--- src/rtl/lock_controller.sv ---
// ============================================================================
//  Module      : lock_controller
//  Description : Sequencing controller for a two-button digital lock.
//                Collects b0/b1 symbols and compares them against a
//                reprogrammable code. A correct entry drives a timed
//                unlock pulse. Consecutive failures are counted, and an
//                optional lockout window can follow too many failures.
//                Optional feature macro: LOCK_LOCKOUT_EN (adds the LOCKOUT
//                state and its timer; when undefined locked_out is tied 0).
//  Revision    : 1.0 - initial release
// ============================================================================
`default_nettype none

module lock_controller #(
    parameter int                  CODE_LEN       = 5,
    parameter logic [CODE_LEN-1:0] DEFAULT_CODE   = 5'b01011,
    parameter int                  MAX_FAILS      = 3,
    parameter int                  UNLOCK_CYCLES  = 8,
    parameter int                  LOCKOUT_CYCLES = 16
) (
    input  logic       clk,
    input  logic       reset,
    input  logic       b0,
    input  logic       b1,
    input  logic       prog,
    output logic       unlock,
    output logic       locked_out,
    output logic       prog_mode,
    output logic [3:0] fail_cnt,
    output logic [4:0] entry_cnt
);

    localparam logic [2:0] c_IDLE    = 3'd0;
    localparam logic [2:0] c_CHECK   = 3'd1;
    localparam logic [2:0] c_OPEN    = 3'd2;
    localparam logic [2:0] c_PROG    = 3'd3;
`ifdef LOCK_LOCKOUT_EN
    localparam logic [2:0] c_LOCKOUT = 3'd4;
`endif

    // One shared timer serves both the unlock and the lockout windows.
    localparam int c_TMR_MAX = (UNLOCK_CYCLES > LOCKOUT_CYCLES) ? UNLOCK_CYCLES : LOCKOUT_CYCLES;
    localparam int c_TMR_W   = $clog2(c_TMR_MAX + 1);

    localparam logic [c_TMR_W-1:0] c_UNLOCK_LAST  = c_TMR_W'(UNLOCK_CYCLES - 1);
`ifdef LOCK_LOCKOUT_EN
    localparam logic [c_TMR_W-1:0] c_LOCKOUT_LAST = c_TMR_W'(LOCKOUT_CYCLES - 1);
`endif
    localparam logic [4:0] c_LEN       = 5'(CODE_LEN);
    localparam logic [4:0] c_LEN_M1    = 5'(CODE_LEN - 1);
    localparam logic [3:0] c_MAX_FAILS = 4'(MAX_FAILS);

    logic [2:0]          r_state;
    logic [2:0]          w_next_state;
    logic [CODE_LEN-1:0] r_entry;
    logic [CODE_LEN-1:0] r_code;
    logic [4:0]          r_entry_cnt;
    logic [3:0]          r_fail_cnt;
    logic [c_TMR_W-1:0]  r_timer;
    logic                r_unlock;
    logic                r_prog_mode;

    // Exactly one button pressed is a symbol; both pressed is an abort.
    logic       w_sym_valid;
    logic       w_abort;
    logic       w_match;
    logic [3:0] w_fail_next;

    assign w_sym_valid = b0 ^ b1;
    assign w_abort     = b0 & b1;
    assign w_match     = (r_entry == r_code);
    assign w_fail_next = (r_fail_cnt == c_MAX_FAILS) ? r_fail_cnt : r_fail_cnt + 4'd1;

    // Next-state decision; outputs are registered from this so they track the state.
    always_comb begin
        w_next_state = r_state;
        case (r_state)
            c_IDLE: begin
                if (w_sym_valid && (r_entry_cnt == c_LEN_M1))
                    w_next_state = c_CHECK;
            end
            c_CHECK: begin
                if (w_match)
                    w_next_state = c_OPEN;
`ifdef LOCK_LOCKOUT_EN
                else if (w_fail_next == c_MAX_FAILS)
                    w_next_state = c_LOCKOUT;
`endif
                else
                    w_next_state = c_IDLE;
            end
            c_OPEN: begin
                if (prog)
                    w_next_state = c_PROG;
                else if (r_timer == c_UNLOCK_LAST)
                    w_next_state = c_IDLE;
            end
            c_PROG: begin
                // A full code spends one extra cycle here to commit it.
                if ((r_entry_cnt == c_LEN) || w_abort)
                    w_next_state = c_IDLE;
            end
`ifdef LOCK_LOCKOUT_EN
            c_LOCKOUT: begin
                if (r_timer == c_LOCKOUT_LAST)
                    w_next_state = c_IDLE;
            end
`endif
            default: w_next_state = c_IDLE;
        endcase
    end

    // State register, entry shifter, stored code and failure counter.
    always_ff @(posedge clk) begin
        if (!reset) begin
            r_state     <= c_IDLE;
            r_entry     <= '0;
            r_code      <= DEFAULT_CODE;
            r_entry_cnt <= '0;
            r_fail_cnt  <= '0;
        end else begin
            r_state <= w_next_state;
            case (r_state)
                c_IDLE: begin
                    if (w_abort) begin
                        r_entry     <= '0;
                        r_entry_cnt <= '0;
                    end else if (w_sym_valid) begin
                        r_entry     <= {r_entry[CODE_LEN-2:0], b1};
                        r_entry_cnt <= r_entry_cnt + 5'd1;
                    end
                end
                c_CHECK: begin
                    r_entry     <= '0;
                    r_entry_cnt <= '0;
                    r_fail_cnt  <= w_match ? 4'd0 : w_fail_next;
                end
                c_OPEN: begin
                    if (prog) begin
                        r_entry     <= '0;
                        r_entry_cnt <= '0;
                    end
                end
                c_PROG: begin
                    if (r_entry_cnt == c_LEN) begin
                        r_code      <= r_entry;
                        r_entry     <= '0;
                        r_entry_cnt <= '0;
                    end else if (w_abort) begin
                        r_entry     <= '0;
                        r_entry_cnt <= '0;
                    end else if (w_sym_valid) begin
                        r_entry     <= {r_entry[CODE_LEN-2:0], b1};
                        r_entry_cnt <= r_entry_cnt + 5'd1;
                    end
                end
`ifdef LOCK_LOCKOUT_EN
                c_LOCKOUT: begin
                    if (r_timer == c_LOCKOUT_LAST)
                        r_fail_cnt <= '0;
                end
`endif
                default: ;
            endcase
        end
    end

    // Window timer restarts on every state change and runs in timed states.
    always_ff @(posedge clk) begin
        if (!reset) begin
            r_timer <= '0;
        end else if (w_next_state != r_state) begin
            r_timer <= '0;
        end else if (r_state == c_OPEN
`ifdef LOCK_LOCKOUT_EN
                     || r_state == c_LOCKOUT
`endif
                    ) begin
            r_timer <= r_timer + c_TMR_W'(1);
        end
    end

    // Registered status outputs decoded from the upcoming state.
    always_ff @(posedge clk) begin
        if (!reset) begin
            r_unlock    <= 1'b0;
            r_prog_mode <= 1'b0;
        end else begin
            r_unlock    <= (w_next_state == c_OPEN) || (w_next_state == c_PROG);
            r_prog_mode <= (w_next_state == c_PROG);
        end
    end

`ifdef LOCK_LOCKOUT_EN
    logic r_locked_out;

    // Lockout indicator follows the upcoming state like the other outputs.
    always_ff @(posedge clk) begin
        if (!reset)
            r_locked_out <= 1'b0;
        else
            r_locked_out <= (w_next_state == c_LOCKOUT);
    end

    assign locked_out = r_locked_out;
`else
    assign locked_out = 1'b0;
`endif

    assign unlock    = r_unlock;
    assign prog_mode = r_prog_mode;
    assign fail_cnt  = r_fail_cnt;
    assign entry_cnt = r_entry_cnt;

endmodule

`default_nettype wire

--- config.mk ---
export PLATFORM = sky130hd
export DESIGN_NAME = lock_controller
export DESIGN_NICKNAME = d
export VERILOG_FILES = /design/src/rtl/lock_controller.sv
export SDC_FILE = /design/constraint.sdc
export NUM_CORES = 1
export LEC_CHECK = 0
export ABC_AREA = 1
export CORE_MARGIN = 3
export CORE_UTILIZATION = 45
export DETAILED_ROUTE_END_ITERATION = 12
export PLACE_DENSITY = 0.66
export SETUP_SLACK_MARGIN = 0.5
export SLEW_MARGIN = 20
export SYNTH_ARGS = -nofsm -noshare
export SYNTH_HDL_FRONTEND = slang
export SYNTH_SLANG_ARGS = --single-unit
--- constraint.sdc ---
create_clock -name clk -period 2.3 [get_ports clk]
set_input_delay 0.46 -clock clk [delete_from_list [all_inputs] [get_ports clk]]
set_output_delay 0.46 -clock clk [all_outputs]
set_load 0.005 [all_outputs]
==> results.py, run 1 <==
metrics = {
    "cts": {
        "post-cts-setup-buffers": 0,
        "clk_pin_slew_worst_paths_ns": 0.09,
        "cts_sinks": 29,
        "clock_latency_ns": 0.33,
        "postCtsHoldBufs": 0,
        "root_buffer": "clkbuf_4",
        "htree_levels": 2,
        "cts_tree": "done",
        "clockBufferDepth": 2,
        "cts_buffers": 5,
        "cts_resized": 0,
    },
    "floorplanning": {
        "die_w_um": 64.4,
        "core-area_mm2": 0.00315,
        "die_y_um": 64.4,
        "initial_core_util_pct": 48.6,
        "die_area_mm2": 0.00414,
        "std_cell_rows": 20,
        "io-pin-count": 17,
    },
    "critical_path": {
        "end_kind": "primary output",
        "reg2reg_setup_slack_ns": 0.82,
        "critPathTopFamily": "buffers and inverters",
        "crit_type": "register to primary output",
        "r2r_end": "r_timer[3]",
        "cp_max_fo": 5,
        "worstReg2RegStart": "entry_cnt[1]",
        "cp_data_required_time_ns": 1.84,
        "critPathBufInv": 1,
        "cp.arrival_ns": 1.27,
        "slowest_stage": "clkdlybuf4s50_1",
        "reg2reg_depth": 11,
        "cpPeakStageDelay_ns": 0.53,
        "worst_setup_path_start_kind": "register",
        "path_cells": "clkdlybuf4s50_1",
    },
    "sta": {
        "finalSetupViolations": 0,
        "fmax_ghz": 0.580,
        "final_hold_viol_count": 0,
        "clock_skew_ns": 0.00573,
        "rsz0062_at_grt": "no",
        "final.setup.tns_ns": 0,
        "setup_ws_ns": 0.575,
        "drv_slew": 0,
        "fin_crit_ns": 1.73,
        "timing.hold.ws_ns": 0.492,
        "fin_crit_sh_pct": 75.0,
    },
    "yosys": {
        "synth_edf_count": 0,
        "yosysUniqueCellTypes": 28,
        "synth-async-reset-ratio_pct": 0,
        "yosysTopAreaCell": "dfxtp_1",
        "ys_seq_area_share_pct": 37.9,
        "synth_top_area_share_pct": 37.9,
        "synth.avg_cell_area_um2": 7.23,
        "ys_ff_latch": 29,
        "ys_warn_count": 0,
        "netlist_instances": 212,
        "syn_area_mm2": 0.00153,
        "yosys-top-cells-area": "dfxtp_1, nand2_1, nor2_1",
        "synth-main-ff-cell": "dfxtp_1",
    },
    "global_route": {
        "grt.total_usage_pct": 15.5,
        "grt_pass1_wl_mm": 5.05,
        "grt_pass1_vias": 1181,
        "grt_overflow_total": 0,
        "grt_antenna_before_repair": 0,
        "grt_max_degree": 11,
    },
    "drt": {
        "m1WireLength_mm": 1.46,
        "vias": 1276,
        "top_layer": "met4",
        "ant_nets": 0,
        "drt_wl_total_mm": 2.71,
        "avgViaCountPerCell": 4.57,
        "drc": 0,
        "drt-initial-drc-count": 74,
        "dr_wl_met2_mm": 1.10,
        "wl_per_cell_um": 9.70,
        "met3_length_um": 103,
        "first_pass_iters": 4,
    },
    "place": {
        "pre_cts_slack_ns": 0.334,
        "portBuffers": 15,
        "finalWeightedCongestion": 0.815,
        "hpwlAfterDp_mm": 2.00,
    },
    "power_and_ir_drop": {
        "p_seq_share_pct": 57.9,
        "ir_drop_uv": 415,
        "combPwrFrac_pct": 9.9,
        "powerDensity_mw_per_mm2": 505,
        "p_int_w": 0.000665,
        "switching_share_pct": 26.5,
        "total_power_w": 0.000904,
        "switching_power_w": 0.000239,
        "power.leakage_nw": 0.798,
        "p_clk_share_pct": 32.2,
    },
    "final_layout": {
        "layout.cells.most_common": "nand2_1",
        "fin_util_pct": 56.8,
        "antenna_cells": 0,
        "drive_gt1_share_pct": 12.8,
        "mostFrequentLayoutCells": "nand2_1, nor2_1, inv_1, dfxtp_1, clkdlybuf4s50_1",
        "synthToLayoutAreaGrowth_pct": 16.9,
        "final_nets": 245,
    },
    "hold_path": {
        "min_path_cells": 2,
        "hold_class": "register to register",
        "whs_endpoint": "r_code[1]",
        "hp-start": "r_code[1]",
    },
    "status": {
        "status": "finished, final reports clean",
    },
    "job": {
        "drv_cap": 0,
    },
}
## registers in the layout (all words and copies together), names as in the netlist
register   cells
entry_cnt      5
fail_cnt       4
prog_mode      1
r_code         5
r_entry        5
r_state        3
r_timer        5
unlock         1
## stage by stage
stage / instances / cell area, um2
finish: 279 / 1790
global route: 279 / 1790
CTS: 279 / 1790
detailed placement: 271 / 1740
global placement: 271 / 1740
floorplan: 213 / 1540
## power by group through the flow
stage | Sequential (W) | Clock (W) | Combinational, W
floorplan | 0.000533 | 0 | 0.0000641
global placement | 0.000535 | 0 | 0.0000895
detailed placement | 0.000535 | 0 | 0.0000898
CTS | 0.000524 | 0.000308 | 0.0000907
global route | 0.000527 | 0.000326 | 0.000105
finish | 0.000524 | 0.000291 | 0.0000893
## metal layers
metal,vias up,global-route usage (%)
met5,-,0
met3,6,5.27
li1,719,-
met4,0,6.33
met1,531,19.8
met2,20,24.0
## synth_stat cells (2+ instances only)
cell type  instances
xor2_1             3
nand3_2            2
inv_2              5
dfxtp_1           29
o21ai_0            6
nor2_2             3
nand3_1           13
ha_1               6
nand2_1           43
xnor2_1            4
nand4_1            8
o211ai_1           2
nor3_1             4
nand2_2            3
a21oi_1            8
nor2_1            34
inv_1             28
## cell families (layout without fill, tap and decap cells)
| group | Yosys count | count (layout) | share of synthesized area [%] |
|---|---|---|---|
| buf+inv | 35 | 57 | 8.90 |
| simple gates | 116 | 116 | 37.0 |
| other cells | 1 | 2 | 0.245 |
| compound gates | 18 | 18 | 7.10 |
| flops | 29 | 29 | 37.9 |
| xor+xnor | 7 | 7 | 4.00 |
| fa+ha+maj | 6 | 6 | 4.90 |
## worst max-delay path by stage
stage              endpoint  slack (ns)  depth (start not counted)         start
2_1_floorplan  entry_cnt[3]        0.91                          6            b0
3_3_place_gp   entry_cnt[3]        0.35                          7            b1
3_5_place_dp   entry_cnt[3]        0.33                          7            b1
4_1_cts        entry_cnt[0]        0.51                          1  entry_cnt[0]
5_1_grt         fail_cnt[1]        0.52                          1   fail_cnt[1]
6_report        fail_cnt[1]        0.57                          1   fail_cnt[1]
## area by class of cell
cell class                 count  area (um2)
fill                         321        1360
multi-input combinational    149         820
sequential                    29         584
timing repair buffer          16         158
inverter                      33         124
tap                           44        55.1
clock buffer                   6        41.3
clock inverter                 2        10.0
Note: power is estimated with default switching activity, not from simulation.
==> run 2, diff against run 1 <==
==> constraint.sdc (replaced) <==
create_clock -name clk -period 1.6 [get_ports clk]
set_input_delay 0.32 -clock clk [delete_from_list [all_inputs] [get_ports clk]]
set_output_delay 0.32 -clock clk [all_outputs]
set_load 0.005 [all_outputs]
==> run 2 against run 1 <==
  * Sequential power increased by 43%
  * Routed wire length is 46% higher
  * Largest power group unchanged
  * Highest routed layer unchanged
  * Sequential cell count did not move
  * First-iteration DRC count rose by 46%
  * Clock-buffer cell count stayed put
==> results.py, run 2 (synthesis gave the netlist of run 1 again) <==
metrics = {
    "status": {
        "status": "finished, final reports clean",
    },
    "drt": {
        "vias": 1574,
        "drt-initial-drc-count": 108,
        "avgViaCountPerCell": 5.08,
        "wl_per_cell_um": 12.8,
        "drc": 0,
        "first_pass_iters": 4,
        "ant_nets": 0,
        "drt_wl_total_mm": 3.96,
    },
    "sta": {
        "clock_skew_ns": 0.0131,
        "fin_crit_sh_pct": 91.2,
        "drv_slew": 0,
        "finalSetupViolations": 0,
        "rsz0062_at_grt": "yes",
        "fmax_ghz": 0.685,
        "fin_crit_ns": 1.46,
        "final_hold_viol_count": 0,
    },
    "place": {
        "dp_cells": 273,
        "finalWeightedCongestion": 0.844,
        "portBuffers": 15,
        "hpwlAfterDp_mm": 2.38,
    },
    "power_and_ir_drop": {
        "total_power_w": 0.00143,
        "ir_drop_uv": 483,
        "powerDensity_mw_per_mm2": 621,
        "power.leakage_nw": 1.02,
    },
    "cts": {
        "cts_buffers": 5,
        "cts_sinks": 29,
        "clk_pin_slew_worst_paths_ns": 0.09,
        "root_buffer": "clkbuf_4",
        "cts_tree": "done",
        "postCtsHoldBufs": 0,
        "clock_latency_ns": 0.34,
        "clockBufferDepth": 2,
        "htree_levels": 2,
    },
    "hold_path": {
        "min_path_cells": 3,
        "hold_class": "primary input to register",
        "whs_endpoint": "r_entry[0]",
        "hp-start": "b1",
    },
    "floorplanning": {
        "die_y_um": 64.4,
        "die_w_um": 64.4,
        "die_area_mm2": 0.00414,
        "initial_core_util_pct": 48.6,
        "core-area_mm2": 0.00315,
        "std_cell_rows": 20,
        "io-pin-count": 17,
    },
    "critical_path": {
        "startpoint": "entry_cnt[0]",
        "r2r_end": "r_code[4]",
        "cp.arrival_ns": 1.69,
        "critPathTopFamily": "simple AND/OR/NAND/NOR gates",
        "worstReg2RegStart": "entry_cnt[0]",
        "crit_type": "register to register",
        "critPathBufInv": 3,
        "cp_common_cell": "nor2_1",
        "reg2reg_depth": 9,
        "path_cells": "buf_6, ha_4, inv_2, nor2_4, nand2_4, nor3_4, inv_1, nor2_1, nor2_1",
        "cpPeakStageDelay_ns": 0.37,
        "cp_max_fo": 4,
        "cp_data_required_time_ns": 1.83,
        "end_kind": "register",
        "slowest_stage": "dfxtp_4",
        "worst_setup_path_start_kind": "register",
        "reg2reg_setup_slack_ns": 0.14,
    },
    "final_layout": {
        "mostFrequentLayoutCells": "nand2_1, buf_4, inv_1, nor2_1, dfxtp_1",
        "synthToLayoutAreaGrowth_pct": 50.0,
        "stdcell_count": 310,
        "antenna_cells": 0,
        "layout.cells.most_common": "nand2_1",
        "final_nets": 276,
        "drive_gt1_share_pct": 46.6,
    },
    "global_route": {
        "grt_pass1_wl_mm": 6.54,
        "grt_overflow_total": 0,
        "grt.total_usage_pct": 20.1,
        "grt_pass1_vias": 1498,
        "grt_max_degree": 10,
        "grt_antenna_before_repair": 0,
    },
    "job": {
        "drv_cap": 0,
    },
}
==> run 2: cell count changes in the layout (fill, tap and decap cells not counted), sizes merged <==
cell	delta
buf	+39
clkbuf	+1
clkdlybuf4s15	+1
clkdlybuf4s50	-13
dlygate4sd2	+2
nand2	+1
==> run 2: metal layers <==
layer  wire, um  global-route usage (%)  share of wire, %
met1       1720                    22.3                43
met5          0                       0                 0
met3        154                    5.80               3.9
met4         69                    7.92               1.7
met2       2020                    35.7                51
==> run 2: metrics by stage <==
stage / util (%) / setup slack, ns / setup TNS [ns] / area (um2) / hold slack [ns]
2_1_floorplan: - / 0.322 / 0 / 1570 / 0.450
3_3_place_gp: 57.1 / -0.141 / -1.39 / 1800 / 0.464
3_5_place_dp: 57.1 / -0.184 / -1.74 / 1800 / 0.500
4_1_cts: 66.7 / 0.191 / 0 / 2100 / 0.434
5_1_grt: 72.9 / 0.0363 / 0 / 2300 / 0.495
6_report: 72.9 / 0.141 / 0 / 2300 / 0.477
==> run 2: report_power, final <==
group | total (W) | internal, W | switching [W] | leakage [nW]
registers | 0.000750 | 0.000732 | 0.0000179 | 0.243
logic | 0.000241 | 0.000110 | 0.000132 | 0.748
clock network | 0.000436 | 0.000167 | 0.000269 | 0.0320
total | 0.00143 | 0.00101 | 0.000418 | 1.02
==> run 2: worst max-delay path by stage <==
stage,endpoint,slack [ns],cells after the start
after CTS,r_code[2],0.19,9
after global placement,r_timer[1],-0.14,10
after floorplan,r_timer[1],0.32,11
after global routing,r_code[2],0.04,9
after detailed placement,r_entry[1],-0.18,7
final,r_code[4],0.14,9
==> run 2: area by class of cell <==
class,instances,area [um2]
clock inverters,2,10.0
inverters,33,131
well taps,44,55.1
fillers,245,855
clock buffers,6,41.3
flip-flops and latches,29,612
repair buffers,46,390
multi-input cells,150,1060
==> run 2: tightest hold or removal path: stages <==
cell and delay, ns:
dlygate4sd2_1 0.27, nor2_1 0.14, nor3_2 0.06
==> run 2: repair_timing <==
action,CTS,global route
gates resized for setup,85,39
setup buffers,18,10
gates cloned,1,0
endpoints found under the setup margin,39,39
pin swaps,14,19
